File: config.mk
export PLATFORM = sky130hd
export DESIGN_NAME = sdram_arbit
export DESIGN_NICKNAME = d
export VERILOG_FILES = /design/src/rtl/sdram_pkg.sv /design/src/rtl/sdram_arbit_wdog.sv /design/src/rtl/sdram_arbit.sv
export SDC_FILE = /design/constraint.sdc
export NUM_CORES = 1
export LEC_CHECK = 0
export CELL_PAD_IN_SITES_DETAIL_PLACEMENT = 1
export CELL_PAD_IN_SITES_GLOBAL_PLACEMENT = 2
export CORE_UTILIZATION = 15
export CTS_CLUSTER_SIZE = 12
export DETAILED_ROUTE_END_ITERATION = 10
export GPL_TIMING_DRIVEN = 0
export PLACE_DENSITY_LB_ADDON = 0.1
export SLEW_MARGIN = 25
export SYNTH_ARGS = -nofsm -noshare
export SYNTH_HDL_FRONTEND = slang
export SYNTH_HIERARCHICAL = 1
export SYNTH_SLANG_ARGS = --single-unit
File: constraint.sdc
create_clock -name sclk -period 5.1 [get_ports sclk]
set_clock_uncertainty 0.2 [all_clocks]
set_input_delay 1.02 -clock sclk [delete_from_list [all_inputs] [get_ports sclk]]
set_output_delay 1.02 -clock sclk [all_outputs]
set_load 0.01 [all_outputs]
File: src/rtl/sdram_pkg.sv
// Shared SDRAM definitions: command encodings {cs_n,ras_n,cas_n,we_n},
// arbiter state encoding and default bus widths.
package sdram_pkg;

   localparam int DEF_ADDR_W = 13;
   localparam int DEF_BANK_W = 2;
   localparam int DEF_DATA_W = 16;

   localparam logic [3:0] CMD_NOP  = 4'b0111;
   localparam logic [3:0] CMD_ACT  = 4'b0011;
   localparam logic [3:0] CMD_RD   = 4'b0101;
   localparam logic [3:0] CMD_WR   = 4'b0100;
   localparam logic [3:0] CMD_PRE  = 4'b0010;
   localparam logic [3:0] CMD_AREF = 4'b0001;
   localparam logic [3:0] CMD_MRS  = 4'b0000;

   // One-hot so a corrupted state is caught by exact compares and recovered.
   localparam logic [4:0] ST_INIT  = 5'b00001;
   localparam logic [4:0] ST_ARBIT = 5'b00010;
   localparam logic [4:0] ST_AREF  = 5'b00100;
   localparam logic [4:0] ST_WRITE = 5'b01000;
   localparam logic [4:0] ST_READ  = 5'b10000;

   typedef enum logic {
      RR_WRITE = 1'b0,
      RR_READ  = 1'b1
   } rr_t;

   function automatic logic is_known_cmd(input logic [3:0] cmd);
      return (cmd == CMD_NOP) || (cmd == CMD_ACT) || (cmd == CMD_RD) ||
             (cmd == CMD_WR)  || (cmd == CMD_PRE) || (cmd == CMD_AREF) ||
             (cmd == CMD_MRS);
   endfunction

endpackage

File: src/rtl/sdram_arbit_wdog.sv
// Grant watchdog: counts cycles while a grant is active and flags the cycle
// on which the grant has lasted WDOG_CYC cycles without its end flag.
module sdram_arbit_wdog #(
   parameter int WDOG_CYC = 64
) (
   input  logic sclk,
   input  logic s_rst,
   input  logic active,
   input  logic done,
   output logic expire,
   output logic err
);

   localparam int CNT_W = (WDOG_CYC > 2) ? $clog2(WDOG_CYC) : 1;
   localparam logic [CNT_W-1:0] LAST = CNT_W'(WDOG_CYC - 1);

   logic [CNT_W-1:0] cnt_q, cnt_d;
   logic             err_q, err_d;

   // Idle cycles hold the count at zero, so every grant starts from zero.
   always_comb begin
      cnt_d  = active ? (cnt_q + CNT_W'(1)) : '0;
      expire = active & ~done & (cnt_q == LAST);
      err_d  = expire;
   end

   // NOTE: flops take non-blocking assignments so every always_ff samples
   // the same pre-edge values regardless of evaluation order.
   always_ff @(posedge sclk or posedge s_rst) begin
      if (s_rst) begin
         cnt_q <= '0;
         err_q <= 1'b0;
      end else begin
         cnt_q <= cnt_d;
         err_q <= err_d;
      end
   end

   assign err = err_q;

endmodule

File: src/rtl/sdram_arbit.sv
// SDRAM pin arbiter: shares cmd/addr/bank/DQ between the init, refresh,
// write and read sequencers; refresh first, write/read round-robin.
module sdram_arbit
   import sdram_pkg::*;
#(
   parameter int ADDR_W   = DEF_ADDR_W,
   parameter int BANK_W   = DEF_BANK_W,
   parameter int DATA_W   = DEF_DATA_W,
   parameter int WDOG_CYC = 64
) (
   input  logic              sclk,
   input  logic              s_rst,
   input  logic [3:0]        init_cmd,
   input  logic [ADDR_W-1:0] init_addr,
   input  logic              flag_init_end,
   input  logic              ref_req,
   output logic              ref_en,
   input  logic              flag_ref_end,
   input  logic [3:0]        ref_cmd,
   input  logic [ADDR_W-1:0] ref_addr,
   input  logic              wr_req,
   output logic              wr_en,
   input  logic              flag_wr_end,
   input  logic [3:0]        wr_cmd,
   input  logic [ADDR_W-1:0] wr_addr,
   input  logic [BANK_W-1:0] wr_bank_addr,
   input  logic [DATA_W-1:0] wr_data,
   input  logic              wr_dq_oe,
   input  logic              rd_req,
   output logic              rd_en,
   input  logic              flag_rd_end,
   input  logic [3:0]        rd_cmd,
   input  logic [ADDR_W-1:0] rd_addr,
   input  logic [BANK_W-1:0] rd_bank_addr,
   output logic              sdram_cke,
   output logic [3:0]        sdram_cmd,
   output logic [ADDR_W-1:0] sdram_addr,
   output logic [BANK_W-1:0] sdram_bank,
   output logic [DATA_W-1:0] sdram_dq_out,
   output logic              sdram_dq_oe,
   output logic              wdog_err
);

   logic [4:0] state_q, state_d;
   rr_t        rr_last_q, rr_last_d;
   logic       ref_en_q, ref_en_d;
   logic       wr_en_q, wr_en_d;
   logic       rd_en_q, rd_en_d;

   logic in_init, in_aref, in_write, in_read, watched;
   logic grant_end, wdog_expire;

   logic [3:0]        cmd_mux;
   logic [ADDR_W-1:0] addr_mux;
   logic [BANK_W-1:0] bank_mux;

   assign in_init  = (state_q == ST_INIT);
   assign in_aref  = (state_q == ST_AREF);
   assign in_write = (state_q == ST_WRITE);
   assign in_read  = (state_q == ST_READ);
   assign watched  = in_aref | in_write | in_read;

   // Only the granted sequencer's end flag counts; strays are ignored.
   assign grant_end = (in_aref & flag_ref_end) | (in_write & flag_wr_end) |
                      (in_read & flag_rd_end);

   sdram_arbit_wdog #(
      .WDOG_CYC (WDOG_CYC)
   ) u_wdog (
      .sclk   (sclk),
      .s_rst  (s_rst),
      .active (watched),
      .done   (grant_end),
      .expire (wdog_expire),
      .err    (wdog_err)
   );

   // NOTE: every variable written here gets a default first, so no path
   // leaves it unassigned and no latch is inferred.
   always_comb begin
      state_d = state_q;
      case (state_q)
         ST_INIT: begin
            if (flag_init_end) state_d = ST_ARBIT;
         end
         ST_ARBIT: begin
            if (ref_req)                state_d = ST_AREF;
            else if (wr_req && rd_req)  state_d = (rr_last_q == RR_READ) ? ST_WRITE : ST_READ;
            else if (wr_req)            state_d = ST_WRITE;
            else if (rd_req)            state_d = ST_READ;
         end
         ST_AREF, ST_WRITE, ST_READ: begin
            if (grant_end || wdog_expire) state_d = ST_ARBIT;
         end
         default: state_d = ST_ARBIT;
      endcase

      rr_last_d = rr_last_q;
      if (in_write && (state_d != ST_WRITE)) rr_last_d = RR_WRITE;
      if (in_read && (state_d != ST_READ))   rr_last_d = RR_READ;

      ref_en_d = (state_d == ST_AREF);
      wr_en_d  = (state_d == ST_WRITE);
      rd_en_d  = (state_d == ST_READ);
   end

   always_ff @(posedge sclk or posedge s_rst) begin
      if (s_rst) begin
         state_q   <= ST_INIT;
         rr_last_q <= RR_READ;
         ref_en_q  <= 1'b0;
         wr_en_q   <= 1'b0;
         rd_en_q   <= 1'b0;
      end else begin
         state_q   <= state_d;
         rr_last_q <= rr_last_d;
         ref_en_q  <= ref_en_d;
         wr_en_q   <= wr_en_d;
         rd_en_q   <= rd_en_d;
      end
   end

   always_comb begin
      cmd_mux  = CMD_NOP;
      addr_mux = '0;
      bank_mux = '0;
      if (in_init) begin
         cmd_mux  = init_cmd;
         addr_mux = init_addr;
      end else if (in_aref) begin
         cmd_mux  = ref_cmd;
         addr_mux = ref_addr;
      end else if (in_write) begin
         cmd_mux  = wr_cmd;
         addr_mux = wr_addr;
         bank_mux = wr_bank_addr;
      end else if (in_read) begin
         cmd_mux  = rd_cmd;
         addr_mux = rd_addr;
         bank_mux = rd_bank_addr;
      end
   end

   // Reset forces idle pins immediately, even though INIT would pass init_cmd.
   assign sdram_cmd    = s_rst ? CMD_NOP : cmd_mux;
   assign sdram_addr   = s_rst ? '0 : addr_mux;
   assign sdram_bank   = s_rst ? '0 : bank_mux;
   assign sdram_dq_out = s_rst ? '0 : wr_data;
   assign sdram_dq_oe  = in_write & wr_dq_oe & ~s_rst;
   assign sdram_cke    = 1'b1;

   assign ref_en = ref_en_q;
   assign wr_en  = wr_en_q;
   assign rd_en  = rd_en_q;

endmodule
Word level (Yosys, flattened, before mapping)
Index checks and enable logic that the tools add are counted.
- flip-flop bits (word level): 16
- bits of input ports: 98
- output and inout bits: 41
- logic and storage cells: 65
- add/sub/neg operators: 1
- eq/ne operators: 11
- mux-type cells: 27
- bitwise operators: 13
- reduce and logical (&&, ||, !) cells: 6
- operators by type and width (kind ; number):
    2-to-1 mux 13 bit ; 5
    2-to-1 mux 5 bit ; 7
    2-to-1 mux 4 bit ; 5
    2-to-1 mux 16 bit ; 1
    one-hot mux 5 bit (3 select lines) ; 1
    equality test 5 x 3 -> 1 bit, second input constant ; 2
    equality test 5 x 4 -> 1 bit, second input constant ; 2
    equality test 5 bit, second input constant ; 2
    2-to-1 mux 2 bit ; 5
    AND 1 bit ; 7
    adder 6 x 1 -> 6 bit, second input constant ; 1
    equality test 6 bit, second input constant ; 1
    2-to-1 mux 6 bit ; 1
    equality test 5 x 1 -> 1 bit, second input constant ; 1
    equality test 5 x 2 -> 1 bit, second input constant ; 1
    != test 5 x 4 -> 1 bit, second input constant ; 1
    != test 5 bit, second input constant ; 1
    bitwise OR 1 bit ; 4
    logical AND 1 bit ; 3
    OR reduction 3 bit ; 1
    2-to-1 mux 1 bit ; 2
    NOT 1 bit ; 2
    nonzero test 2 bit ; 1
    logical OR 1 bit ; 1

Longest topological paths before layout
- word-level depth: 14
- mapped depth: 11
- depth with buffers taken out: 8

Cells and area by module
Netlist, hierarchy kept.
- modules (own cells, without submodules) (module ; times used ; cells each ; area an instance (µm²) ; seq. area each (µm²)):
    sdram_arbit ; 1 ; 148 ; 1147.4 ; 227.7
    sdram_arbit_wdog ; 1 ; 25 ; 299.0 ; 175.2

Least setup slack after synthesis
OpenSTA, ideal clock, no wires.
- path kind: input to output
- start: input port s_rst
- end: output port sdram_bank[0]
- data arrival time: 1.856 ns
- required time: 3.880 ns
- slack: 2.024 ns
- cell stages on the path: 3
- path buffers: 2
- path through: clkbuf_1 -> clkbuf_1 -> nor4_1
- longest elaborated chain between the ends: 1
- ends and longest elaborated chain (item ; RTL line ; text):
    from (decl) ; sdram_arbit.sv:12 ; input logic s_rst,
    2-to-1 mux 2 bit ; sdram_arbit.sv:147 ; assign sdram_bank = s_rst ? '0 : bank_mux;
    to (decl) ; sdram_arbit.sv:38 ; output logic [BANK_W-1:0] sdram_bank,
No other way between the ends.

Worst setup path after layout
- start: input port s_rst
- end: output port sdram_cmd[0]
- longest elaborated chain between the ends: 1
- ends and longest elaborated chain (item ; RTL line ; text):
    2-to-1 mux 4 bit ; sdram_arbit.sv:145 ; assign sdram_cmd = s_rst ? CMD_NOP : cmd_mux;
    to (decl) ; sdram_arbit.sv:36 ; output logic [3:0] sdram_cmd,
No other way between the ends.

==> metrics.yaml <==
status: "complete, no violations"
syn_area_per_cell_um2: 8.36
fp.dieH_um: 100
irDropWorstVdd_mv: 0.195
maxCapViolations: 0
rrSetupSlack_ns: 2.34
p_total_uw: 749
maxSlewViolCount: 0
design.die.area_um2: 10000
min_to: "u_wdog/cnt_q[0]"
num-fill-cells: 1088
maxSlewHeadroom_pct: 64.6
clkLatencyLatePin_ns: 0.26
start_kind: "primary input"
period_minus_slack_ns: 4.28
worst_slew_pin_slew_ns: 0.531
port_buffers: 137
clock_path_buffers: 2
wire_per_inst_um: 16.1
gp_congestion: 0.700
cts_sinks: 16
synthCells: 173
layout_common_cells: "clkdlybuf4s50_1, nor2_1, nor2b_1"
cts_resized: 0
synth.distinct_cells: 48
synth_area_leaders: "dfrtp_1, a222oi_1, nor2b_1"
synth_flop_cell: "dfrtp_1"
max_stage_delay_ns: 0.58
cts_tree: "built"
dpl.hpwl_um: 5780
drive_above_1_share_pct: 7.64
layout.nets: 414
grt_pass1_wl_um: 11100
regArea_um2: 403
synth-seq-cells: 16
final_antenna_net_count: 0
critPathRequiredTime_ns: 3.88
rsz0062_at_grt: "no"
hold_viol_final: 0
viasPerCell: 4.40
io_pins: 139
fin_crit_sh_pct: 83.9
top_layer: "met4"
drt-met1-wl_um: 3290
grt_max_degree: 12
wl_um: 7130
reg2reg_depth: 8
multiInputGateArea_um2: 915
cellLeakagePower_uw: 0.00113
yosys.area.top_type_share_pct: 24.2
root_buffer: "clkbuf_8"
antenna_found_initial: 0
synth_edf_count: 0
cp_max_fo: 10
grt.total_usage_pct: 14.1
powerDensity_nw_per_um2: 247
syn_to_final_growth_pct: 110
path_cells: "clkdlybuf4s50_1 -> clkbuf_1 -> clkbuf_1 -> a21oi_1 -> o21ai_0 -> clkdlybuf4s50_1"
worst_setup_path_end_kind: "primary output"
hold_buffers: 0
yosys.area.top_type: "dfrtp_1"
fmax_mhz: 234
diodes: 0
r2r_end: "rr_last_q"
htree_levels: 1
numCtsBuffers: 3
setup_tns_ns: 0
grt_overflow: 0
layout_commonest_cell: "clkdlybuf4s50_1"
r2r_start: "state_q[4]"
wl_met3_um: 511
first_pass_iters: 5
hold_class: "reg2reg"
clk_pin_slew_ns: 0.06
grt_pass1_vias: 2003
cp.arrival_ns: 3.06
placement_rows: 35
path_class: "in2out"
crit_family: "buffers and inverters"
drc: 0
fp.dieW_um: 100
cts_setup_buffers: 0
synthArstFlopShare_pct: 100
ys_seq_area_share_pct: 27.9
wl_met2_um: 3270
netlist_area_um2: 1450
start_util_pct: 15.6
holdPathStages: 1
hp-start: "u_wdog/cnt_q[0]"
crit_slowest_cell: "clkdlybuf4s50_1"
ys_warn_count: 6
core_um2: 9280
critical_path_buf_inv_count: 4
setup_viol: 0
drt-initial-drc-count: 69
syn_nets: 272
fin_util_pct: 32.7
vias: 1950
[registers in the layout, indices dropped and copies added (netlist names)]
register / cells
rr_last_q: 1
u_wdog/err: 1
ref_en: 1
rd_en: 1
state_q: 5
u_wdog/cnt_q: 6
wr_en: 1
[metrics by stage]
| step | area [µm²] | setup WS (ns) | cells | hold slack [ns] |
|---|---|---|---|---|
| floorplan | 1450 | 2.02 | 173 | 0.251 |
| global placement | 2980 | 0.746 | 439 | 0.276 |
| detailed placement | 2980 | 0.737 | 439 | 0.277 |
| CTS | 3030 | 0.729 | 443 | 0.291 |
| global route | 3030 | 0.609 | 443 | 0.312 |
| finish | 3030 | 0.820 | 443 | 0.285 |
[cells in the mapped netlist (all sizes together), types with 2 or more instances]
| library cell | count |
|---|---|
| nor2 | 21 |
| nor2b | 19 |
| dfrtp | 14 |
| a211oi | 13 |
| a222oi | 13 |
| o21ai | 10 |
| buf | 9 |
| clkbuf | 7 |
| and2 | 6 |
| inv | 5 |
| nand2 | 5 |
| nand3 | 5 |
| o22ai | 5 |
| a21oi | 4 |
| nor3 | 3 |
| o211ai | 3 |
| o32ai | 3 |
| a211o | 2 |
| a22oi | 2 |
| and3 | 2 |
| dfstp | 2 |
| nor4 | 2 |
| xnor2 | 2 |
[worst reg2reg max path: cells and delay by family, from the launching register on]
family / cells / cell delay [ns]
AO/OA/AOI/OAI: 3 / 0.56
flip-flops: 1 / 0.43
AND/OR/NAND/NOR: 5 / 1.51
[layout make-up]
type                       instances  area share, %
multi-input combinational        136           30.1
timing repair buffer             137           45.2
tap                              129           5.32
inverter                           5          0.619
sequential                        16           13.3
buffer                            16           3.63
clock buffer                       4           1.81
[worst max-delay path by stage]
stage	slack [ns]	to	cells after the start	from
floorplan	2.02	sdram_bank[0]	3	s_rst
global placement	0.75	sdram_cmd[0]	6	s_rst
detailed placement	0.74	sdram_cmd[0]	6	s_rst
CTS	0.73	sdram_cmd[0]	6	s_rst
global route	0.61	sdram_cmd[1]	6	s_rst
finish	0.82	sdram_cmd[0]	6	s_rst
[power breakdown]
part	switching (µW)	internal [µW]	leakage [µW]	total, µW
Clock	47.1	68.6	0.0000288	116
Sequential	16.6	157	0.000210	173
Combinational	207	253	0.000891	460
[cell families after synthesis]
logic type	share of synthesized area (%)
other cells	0.259
buf+inv	8.91
xor+xnor	1.82
simple gates	27.7
fa+ha+maj	0.865
compound gates	32.6
flops	27.9
[metal layers]
layer / GRT usage [%] / vias to the layer above
met5: 0 / -
met4: 2.68 / 0
met3: 2.58 / 4
met2: 23.0 / 81
met1: 19.7 / 918
li1: - / 947
Note: power is estimated with default switching activity, not from simulation.
